**src/rtl/arm_ctrl_pkg.sv**
```systemverilog
// Shared types and encodings for the ARM multicycle control unit.
package arm_ctrl_pkg;

  localparam int unsigned FLAG_W = 4;
  localparam int unsigned COND_W = 4;
  localparam int unsigned CMD_W  = 4;

  typedef enum logic [3:0] {
    S_FETCH,
    S_DECODE,
    S_MEMADR,
    S_MEMRD,
    S_MEMWB,
    S_MEMWR,
    S_EXECR,
    S_EXECI,
    S_ALUWB,
    S_BRANCH
  } state_t;

  localparam logic [COND_W-1:0] COND_EQ = 4'b0000;
  localparam logic [COND_W-1:0] COND_NE = 4'b0001;
  localparam logic [COND_W-1:0] COND_CS = 4'b0010;
  localparam logic [COND_W-1:0] COND_CC = 4'b0011;
  localparam logic [COND_W-1:0] COND_MI = 4'b0100;
  localparam logic [COND_W-1:0] COND_PL = 4'b0101;
  localparam logic [COND_W-1:0] COND_VS = 4'b0110;
  localparam logic [COND_W-1:0] COND_VC = 4'b0111;
  localparam logic [COND_W-1:0] COND_HI = 4'b1000;
  localparam logic [COND_W-1:0] COND_LS = 4'b1001;
  localparam logic [COND_W-1:0] COND_GE = 4'b1010;
  localparam logic [COND_W-1:0] COND_LT = 4'b1011;
  localparam logic [COND_W-1:0] COND_GT = 4'b1100;
  localparam logic [COND_W-1:0] COND_LE = 4'b1101;
  localparam logic [COND_W-1:0] COND_AL = 4'b1110;

  localparam logic [CMD_W-1:0] CMD_ADD = 4'b0100;
  localparam logic [CMD_W-1:0] CMD_SUB = 4'b0010;
  localparam logic [CMD_W-1:0] CMD_AND = 4'b0000;
  localparam logic [CMD_W-1:0] CMD_ORR = 4'b1100;
  localparam logic [CMD_W-1:0] CMD_CMP = 4'b1010;

  localparam logic [1:0] OP_DP  = 2'b00;
  localparam logic [1:0] OP_MEM = 2'b01;
  localparam logic [1:0] OP_BR  = 2'b10;

  localparam logic [1:0] SRCB_RM   = 2'b00;
  localparam logic [1:0] SRCB_IMM  = 2'b01;
  localparam logic [1:0] SRCB_FOUR = 2'b10;

  localparam logic [1:0] RES_ALUOUT    = 2'b00;
  localparam logic [1:0] RES_DATA      = 2'b01;
  localparam logic [1:0] RES_ALURESULT = 2'b10;

  // Raw per-state control word produced by the main FSM, before condition gating.
  typedef struct packed {
    logic       next_pc;
    logic       branch;
    logic       reg_w;
    logic       mem_w;
    logic       ir_write;
    logic       adr_src;
    logic       alu_src_a;
    logic [1:0] alu_src_b;
    logic [1:0] result_src;
    logic       alu_op;
  } fsm_ctrl_t;

endpackage

```
**src/rtl/arm_mc_ctrl_if.sv**
```systemverilog
// Instruction-field / control-select bundle between the datapath and the control unit.
interface arm_mc_ctrl_if;
  logic [3:0] Cond;
  logic [1:0] Op;
  logic [5:0] Funct;
  logic [3:0] Rd;
  logic [3:0] ALUFlags;
  logic       PCWrite;
  logic       MemWrite;
  logic       RegWrite;
  logic       IRWrite;
  logic       AdrSrc;
  logic       ALUSrcA;
  logic [1:0] ALUSrcB;
  logic [1:0] ResultSrc;
  logic [1:0] ImmSrc;
  logic [1:0] RegSrc;
  logic [1:0] ALUControl;

  modport master (
    output Cond, Op, Funct, Rd, ALUFlags,
    input  PCWrite, MemWrite, RegWrite, IRWrite, AdrSrc, ALUSrcA,
    input  ALUSrcB, ResultSrc, ImmSrc, RegSrc, ALUControl
  );

  modport slave (
    input  Cond, Op, Funct, Rd, ALUFlags,
    output PCWrite, MemWrite, RegWrite, IRWrite, AdrSrc, ALUSrcA,
    output ALUSrcB, ResultSrc, ImmSrc, RegSrc, ALUControl
  );
endinterface

```
**src/rtl/cond_unit.sv**
```systemverilog
// NZCV flag register, condition-code evaluation and the per-instruction condex latch.
module cond_unit
  import arm_ctrl_pkg::*;
(
  input  logic              clk,
  input  logic              reset_n,
  input  logic [COND_W-1:0] cond,
  input  logic [FLAG_W-1:0] alu_flags,
  input  logic [1:0]        flag_w,
  input  logic              flag_en,
  input  logic              cond_latch,
  output logic              condex_q
);

  logic [FLAG_W-1:0] flags_q;
  logic              n, z, c, v;
  logic              condex_c;

  assign {n, z, c, v} = flags_q;

  // Condition check against the architectural flags.
  always_comb begin
    condex_c = 1'b0;
    case (cond)
      COND_EQ: condex_c = z;
      COND_NE: condex_c = ~z;
      COND_CS: condex_c = c;
      COND_CC: condex_c = ~c;
      COND_MI: condex_c = n;
      COND_PL: condex_c = ~n;
      COND_VS: condex_c = v;
      COND_VC: condex_c = ~v;
      COND_HI: condex_c = c & ~z;
      COND_LS: condex_c = ~c | z;
      COND_GE: condex_c = (n == v);
      COND_LT: condex_c = (n != v);
      COND_GT: condex_c = ~z & (n == v);
      COND_LE: condex_c = z | (n != v);
      COND_AL: condex_c = 1'b1;
      default: condex_c = 1'b0;
    endcase
  end

  // N,Z and C,V are written independently so logical ops can leave C,V alone.
  always_ff @(posedge clk or negedge reset_n) begin
    if (!reset_n) begin
      flags_q  <= '0;
      condex_q <= 1'b0;
    end else begin
      if (cond_latch) condex_q <= condex_c;
      if (flag_en && condex_q) begin
        if (flag_w[1]) flags_q[3:2] <= alu_flags[3:2];
        if (flag_w[0]) flags_q[1:0] <= alu_flags[1:0];
      end
    end
  end

endmodule

```
**src/rtl/arm_mc_ctrl.sv**
```systemverilog
// Multicycle ARM control unit: main FSM, ALU/immediate decode and conditional write gating.
module arm_mc_ctrl
  import arm_ctrl_pkg::*;
(
  input  logic          clk,
  input  logic          reset_n,
  arm_mc_ctrl_if.slave  bus
);

  state_t            state_q, state_d;
  fsm_ctrl_t         ctrl;
  logic [CMD_W-1:0]  cmd;
  logic [1:0]        alu_control;
  logic [1:0]        flag_w;
  logic              no_write;
  logic              pcs;
  logic              condex_q;
  logic              flag_en;
  logic              cond_latch;

  always_ff @(posedge clk or negedge reset_n) begin
    if (!reset_n) state_q <= S_FETCH;
    else          state_q <= state_d;
  end

  // Next state and raw control word for the current step.
  always_comb begin
    state_d = S_FETCH;
    ctrl    = '0;
    case (state_q)
      S_FETCH: begin
        ctrl.ir_write   = 1'b1;
        ctrl.next_pc    = 1'b1;
        ctrl.alu_src_a  = 1'b1;
        ctrl.alu_src_b  = SRCB_FOUR;
        ctrl.result_src = RES_ALURESULT;
        state_d         = S_DECODE;
      end
      S_DECODE: begin
        ctrl.alu_src_a  = 1'b1;
        ctrl.alu_src_b  = SRCB_FOUR;
        ctrl.result_src = RES_ALURESULT;
        case (bus.Op)
          OP_MEM:  state_d = S_MEMADR;
          OP_DP:   state_d = bus.Funct[5] ? S_EXECI : S_EXECR;
          OP_BR:   state_d = S_BRANCH;
          default: state_d = S_FETCH;
        endcase
      end
      S_MEMADR: begin
        ctrl.alu_src_b = SRCB_IMM;
        state_d        = bus.Funct[0] ? S_MEMRD : S_MEMWR;
      end
      S_MEMRD: begin
        ctrl.adr_src = 1'b1;
        state_d      = S_MEMWB;
      end
      S_MEMWB: begin
        ctrl.result_src = RES_DATA;
        ctrl.reg_w      = 1'b1;
      end
      S_MEMWR: begin
        ctrl.adr_src = 1'b1;
        ctrl.mem_w   = 1'b1;
      end
      S_EXECR: begin
        ctrl.alu_src_b = SRCB_RM;
        ctrl.alu_op    = 1'b1;
        state_d        = S_ALUWB;
      end
      S_EXECI: begin
        ctrl.alu_src_b = SRCB_IMM;
        ctrl.alu_op    = 1'b1;
        state_d        = S_ALUWB;
      end
      S_ALUWB: begin
        ctrl.result_src = RES_ALUOUT;
        ctrl.reg_w      = 1'b1;
      end
      S_BRANCH: begin
        ctrl.alu_src_b  = SRCB_IMM;
        ctrl.result_src = RES_ALURESULT;
        ctrl.branch     = 1'b1;
      end
      default: state_d = S_FETCH;
    endcase
  end

  assign cmd = bus.Funct[4:1];

  // ALU decode; non-ALUOp steps use add.
  always_comb begin
    alu_control = 2'b00;
    flag_w      = 2'b00;
    if (ctrl.alu_op) begin
      case (cmd)
        CMD_ADD: begin alu_control = 2'b00; flag_w = 2'b11; end
        CMD_SUB: begin alu_control = 2'b01; flag_w = 2'b11; end
        CMD_AND: begin alu_control = 2'b10; flag_w = 2'b10; end
        CMD_ORR: begin alu_control = 2'b11; flag_w = 2'b10; end
        CMD_CMP: begin alu_control = 2'b01; flag_w = 2'b11; end
        default: begin alu_control = 2'b00; flag_w = 2'b00; end
      endcase
      if (!bus.Funct[0]) flag_w = 2'b00;
    end
  end

  // Held through ALUWB, where ALUOp is already low, so it keys on the instruction alone.
  assign no_write   = (bus.Op == OP_DP) && (cmd == CMD_CMP);
  assign flag_en    = (state_q == S_EXECR) || (state_q == S_EXECI);
  assign cond_latch = (state_q == S_DECODE);

  cond_unit u_cond (
    .clk        (clk),
    .reset_n    (reset_n),
    .cond       (bus.Cond),
    .alu_flags  (bus.ALUFlags),
    .flag_w     (flag_w),
    .flag_en    (flag_en),
    .cond_latch (cond_latch),
    .condex_q   (condex_q)
  );

  assign pcs = ctrl.branch | (ctrl.reg_w & (bus.Rd == 4'd15));

  assign bus.PCWrite    = ctrl.next_pc | (pcs & condex_q);
  assign bus.RegWrite   = ctrl.reg_w & condex_q & ~no_write;
  assign bus.MemWrite   = ctrl.mem_w & condex_q;
  assign bus.IRWrite    = ctrl.ir_write;
  assign bus.AdrSrc     = ctrl.adr_src;
  assign bus.ALUSrcA    = ctrl.alu_src_a;
  assign bus.ALUSrcB    = ctrl.alu_src_b;
  assign bus.ResultSrc  = ctrl.result_src;
  assign bus.ALUControl = alu_control;
  assign bus.ImmSrc     = bus.Op;
  assign bus.RegSrc     = {bus.Op == OP_MEM, bus.Op == OP_BR};

endmodule

```
**src/flat_wrapper.sv**
```systemverilog
// flat-port wrapper written by rule: the top's interface ports become plain ports
module arm_mc_ctrl_flat import arm_ctrl_pkg::*;
  (clk, reset_n, bus_Cond, bus_Op, bus_Funct, bus_Rd, bus_ALUFlags, bus_PCWrite, bus_MemWrite, bus_RegWrite, bus_IRWrite, bus_AdrSrc, bus_ALUSrcA, bus_ALUSrcB, bus_ResultSrc, bus_ImmSrc, bus_RegSrc, bus_ALUControl);
  arm_mc_ctrl_if bus_i ();
  input  logic clk;
  input  logic reset_n;
  input wire logic [$bits(bus_i.Cond)-1:0] bus_Cond;
  input wire logic [$bits(bus_i.Op)-1:0] bus_Op;
  input wire logic [$bits(bus_i.Funct)-1:0] bus_Funct;
  input wire logic [$bits(bus_i.Rd)-1:0] bus_Rd;
  input wire logic [$bits(bus_i.ALUFlags)-1:0] bus_ALUFlags;
  output wire logic [$bits(bus_i.PCWrite)-1:0] bus_PCWrite;
  output wire logic [$bits(bus_i.MemWrite)-1:0] bus_MemWrite;
  output wire logic [$bits(bus_i.RegWrite)-1:0] bus_RegWrite;
  output wire logic [$bits(bus_i.IRWrite)-1:0] bus_IRWrite;
  output wire logic [$bits(bus_i.AdrSrc)-1:0] bus_AdrSrc;
  output wire logic [$bits(bus_i.ALUSrcA)-1:0] bus_ALUSrcA;
  output wire logic [$bits(bus_i.ALUSrcB)-1:0] bus_ALUSrcB;
  output wire logic [$bits(bus_i.ResultSrc)-1:0] bus_ResultSrc;
  output wire logic [$bits(bus_i.ImmSrc)-1:0] bus_ImmSrc;
  output wire logic [$bits(bus_i.RegSrc)-1:0] bus_RegSrc;
  output wire logic [$bits(bus_i.ALUControl)-1:0] bus_ALUControl;
  assign bus_i.Cond = bus_Cond;
  assign bus_i.Op = bus_Op;
  assign bus_i.Funct = bus_Funct;
  assign bus_i.Rd = bus_Rd;
  assign bus_i.ALUFlags = bus_ALUFlags;
  assign bus_PCWrite = bus_i.PCWrite;
  assign bus_MemWrite = bus_i.MemWrite;
  assign bus_RegWrite = bus_i.RegWrite;
  assign bus_IRWrite = bus_i.IRWrite;
  assign bus_AdrSrc = bus_i.AdrSrc;
  assign bus_ALUSrcA = bus_i.ALUSrcA;
  assign bus_ALUSrcB = bus_i.ALUSrcB;
  assign bus_ResultSrc = bus_i.ResultSrc;
  assign bus_ImmSrc = bus_i.ImmSrc;
  assign bus_RegSrc = bus_i.RegSrc;
  assign bus_ALUControl = bus_i.ALUControl;
  arm_mc_ctrl u_core (.clk(clk), .reset_n(reset_n), .bus(bus_i));
endmodule
```
**config.mk**
```make
export PLATFORM = sky130hd
export DESIGN_NAME = arm_mc_ctrl_flat
export DESIGN_NICKNAME = d
export VERILOG_FILES = /design/src/rtl/arm_ctrl_pkg.sv /design/src/rtl/arm_mc_ctrl_if.sv /design/src/rtl/cond_unit.sv /design/src/rtl/arm_mc_ctrl.sv /design/src/flat_wrapper.sv
export SDC_FILE = /design/constraint.sdc
export NUM_CORES = 1
export LEC_CHECK = 0
export CAP_MARGIN = 20
export CELL_PAD_IN_SITES_DETAIL_PLACEMENT = 0
export CELL_PAD_IN_SITES_GLOBAL_PLACEMENT = 2
export CORE_AREA = 2 2 70 72
export CTS_CLUSTER_SIZE = 30
export DETAILED_ROUTE_END_ITERATION = 10
export DIE_AREA = 0 0 72 74
export PLACE_DENSITY_LB_ADDON = 0.3
export SETUP_SLACK_MARGIN = 0.15
export SYNTH_ARGS = -nofsm -noshare
export SYNTH_HDL_FRONTEND = slang
export SYNTH_SLANG_ARGS = --single-unit
```
**constraint.sdc**
```tcl
create_clock -name clk -period 1.8 [get_ports clk]
set_input_delay 0.27 -clock clk [delete_from_list [all_inputs] [get_ports clk]]
set_output_delay 0.27 -clock clk [all_outputs]
set_load 0.1 [all_outputs]
```
==> results.tsv <==
stage	metric	value	unit
clock_network	clk_pin_slew_worst_paths	0.05	ns
power	p_per_area	1800	nW/um^2
worst_setup_path	r2r.worst_path.cells	5	
synthesis	netlist_instances	116	
flow_run	max_cap_viol_count	0	
drt	viasPerCell	4.54	
synthesis	synth.most_common_cell	nor2_1	
sta	worstMarginPinSlew	0.420	ns
synthesis	yosysTopAreaCellShare	25.7	%
layout	drive_gt1_share	45.6	%
sta	relSlewSlack	71.9	%
floorplan	die_w	72	um
drt	drc	0	
run_status	violations	setup timing	
synthesis	synth_adder_area_share	0	%
drt	routed_wl	2.84	mm
clock_network	cts-root-buf	clkbuf_8	
power	power	3370	uW
grt	grt_pass1_vias	1036	
power	power_frac_comb	82.7	%
synthesis	synth_edf_count	0	
synthesis	syn_nets	138	
floorplan	num_rows	25	
layout	synthToLayoutAreaGrowth	114	%
clock_network	cts.path.max_buffers	2	
power	p_leak	0.000739	uW
synthesis	yosys_warnings	0	
worst_setup_path	endpoint_kind	output pin	
synthesis	yosysSeqAreaShare	25.7	%
sta	setup_viol	3	
synthesis	yosysTopAreaCell	dfrtp_1	
placement	io_buffers	37	
drt	post_drt_wl_per_cell	12.7	um
grt	track_usage	11.6	%
synthesis	syn-cell-area	876	um^2
clock_network	cts_tree	done	
synthesis	synth_compound_area_share	18.0	%
floorplan	start_util	19.0	%
placement	dpl.cell_count	212	
drt	first_pass_iters	4	
floorplan	dieHeight	74	um
synthesis	synth_area_per_cell	7.55	um^2
clock_network	cts_htree_levels	1	
power	p_sw_share	54.0	%
sta	hold_ws	0.345	ns
layout	fillers	458	
power	ir_drop	0.00102	V
clock_network	cts_buffers	3	
floorplan	core_area	4600	um^2
power	p_sw	1820	uW
sta	fin_skew	0.00539	ns
worst_setup_path	arrival	1.59	ns
worst_setup_path	timing.rr.end	u_core.u_cond.flags_q[1]	
clock_network	clock_sinks	9	
grt	grt_max_degree	16	
min_path	min_path_type	in2async	
power	power.share.clock	6.7	%
placement	globalplace.congestion	0.763	
grt	grt_overflow	0	
drt	vias	1013	
sta	min_period	1.86	ns
power	seqPwrFrac	10.6	%
sta	period_share	103	%
synthesis	synthArstFlopShare	100	%
synthesis	synthMuxAreaShare	6.29	%
worst_setup_path	path_class	reg2out	
sta	rsz0062_at_grt	yes	
drt	drt_iter0_markers	17	
worst_setup_path	cp.required	1.53	ns
sta	fmax	539	MHz
sta	finalMaxSlewViolations	0	
clock_network	cts_hold_buf	0	
sta	postLayoutSetupSlackWorst	-0.0550	ns
synthesis	synth_top_family_by_area	simple AND/OR/NAND/NOR gates	
worst_setup_path	endpoint	bus_ALUControl[1]	
synthesis	synth_xor_area_share	4.00	%
layout	final_cells	223	
synthesis	yosys.area_share.simple	38.0	%
placement	place_hpwl	2.26	mm
worst_setup_path	worstPathMaxFanout	3	
synthesis	ys.flop_type	dfrtp_1	
drt	drtAntennaViolNets	0	
clock_network	clk_latency	0.23	ns
layout	nets	192	
floorplan	io-pin-count	38	
synthesis	synth.distinct_cells	35	
floorplan	die_area	5330	um^2
run_status	status	finished with violations	
worst_setup_path	crit_path_start	u_core.state_q[2]	
sta	finalHoldViolCount	0	
synthesis	synthTopCellsByCount	14 x nor2_1, 9 x dfrtp_1, 8 x clkbuf_1, 7 x a21oi_1, 7 x nor2b_1	
grt	antenna_found_initial	0	
worst_setup_path	startpoint_type	flop	
worst_setup_path	r2r_slack	0.02	ns
synthesis	synth-seq-cells	9	
grt	grt_pass1_wl	4.89	mm
worst_setup_path	r2r_start	u_core.state_q[2]	
layout	diodes	0	
power	p_int	1550	uW
synthesis	ys_top_cells_by_area	dfrtp_1 26%, nor2_1 6.0%, mux2_2 5.1%	
sequential cells by signal, indices dropped and copies added, names as in the netlist:
| signal | cells |
|---|---|
| u_core.u_cond.flags_q | 4 |
| u_core.u_cond.condex_q | 1 |
| u_core.state_q | 4 |
critical path: stages, from the launching register on:
cell and delay (ns):
dfrtp_1 0.40, buf_6 0.12, nand2_4 0.05, or3_4 0.36, nor4_4 0.21, buf_12 0.22
final cells by class:
cell class / count / area [um^2] / area share [%]
sequential: 9 / 226 / 12.1
inverter: 2 / 7.51 / 0.400
multi-input combinational: 92 / 778 / 41.5
tap: 54 / 67.6 / 3.60
timing repair buffer: 62 / 751 / 40.0
clock buffer: 4 / 45.0 / 2.40
cells by family (layout without fill, tap and decap cells):
family | Yosys count | count (layout)
flops | 9 | 9
compound gates | 24 | 24
buf+inv | 15 | 68
mux | 5 | 5
simple gates | 59 | 59
xor+xnor | 4 | 4
what timing repair did:
| item | CTS | global route |
|---|---|---|
| setup endpoints to repair | 15 | 17 |
| setup buffers | 6 | 1 |
| resized for setup | 19 | 7 |
| pin swaps | 6 | 5 |
worst min-delay path by stage:
stage	start	end	slack, ns	depth (start not counted)
finish	reset_n	u_core.state_q[2]	0.35	1
global route	reset_n	u_core.state_q[2]	0.36	1
CTS	reset_n	u_core.state_q[2]	0.35	1
detailed placement	u_core.state_q[3]	u_core.state_q[3]	0.48	1
global placement	u_core.state_q[3]	u_core.state_q[3]	0.47	1
floorplan	reset_n	u_core.state_q[0]	-0.03	0
per-stage QoR:
step / setup WS (ns) / util, % / instance area [um^2] / setup TNS (ns)
2_1_floorplan: -0.357 / - / 1070 / -0.872
3_5_place_dp: -0.196 / 36.7 / 1690 / -0.839
4_1_cts: -0.0602 / 40.0 / 1840 / -0.112
6_report: -0.0550 / 40.8 / 1880 / -0.0782
5_1_grt: -0.120 / 40.8 / 1880 / -0.644
3_3_place_gp: -0.186 / 36.7 / 1690 / -0.735
layout by cell type, fill, tap and decap left out, types with 2 or more instances in the layout:
cell,count
clkdlybuf4s50_1,20
buf_12,16
buf_4,16
buf_6,9
nor2_1,8
dfrtp_1,8
a21oi_1,6
nand2b_1,5
nand2_1,5
nor2_4,4
nor2b_1,4
o21ai_0,3
nand4b_1,3
xnor2_1,3
clkbuf_8,3
nor3_4,2
nor2_2,2
nor2b_2,2
a22oi_1,2
o21ai_1,2
nand3b_1,2
mux2_2,2
a211oi_4,2
nand3_1,2
and3_4,2
o31ai_1,2
o32ai_1,2
mux2_4,2
nor4b_1,2
nor3b_1,2
nor3_1,2
power groups by stage:
stage	clock (uW)	sequential, uW	combinational (uW)
after floorplan	0	319	1800
after global placement	0	348	2560
after detailed placement	0	347	2570
after CTS	236	350	2750
after global routing	251	366	2900
final	227	356	2790
layer usage:
metal  wire length, um  vias up  GRT usage, %  part of all wire [%]
li1                  -      512             -                     -
met5                 0        -             0                     0
met1              1320      472          15.3                    46
met4                27        0          3.77                  0.95
met3               112        2          1.63                   3.9
met2              1380       27          19.5                    49
Power figures use the tool's default switching activity.
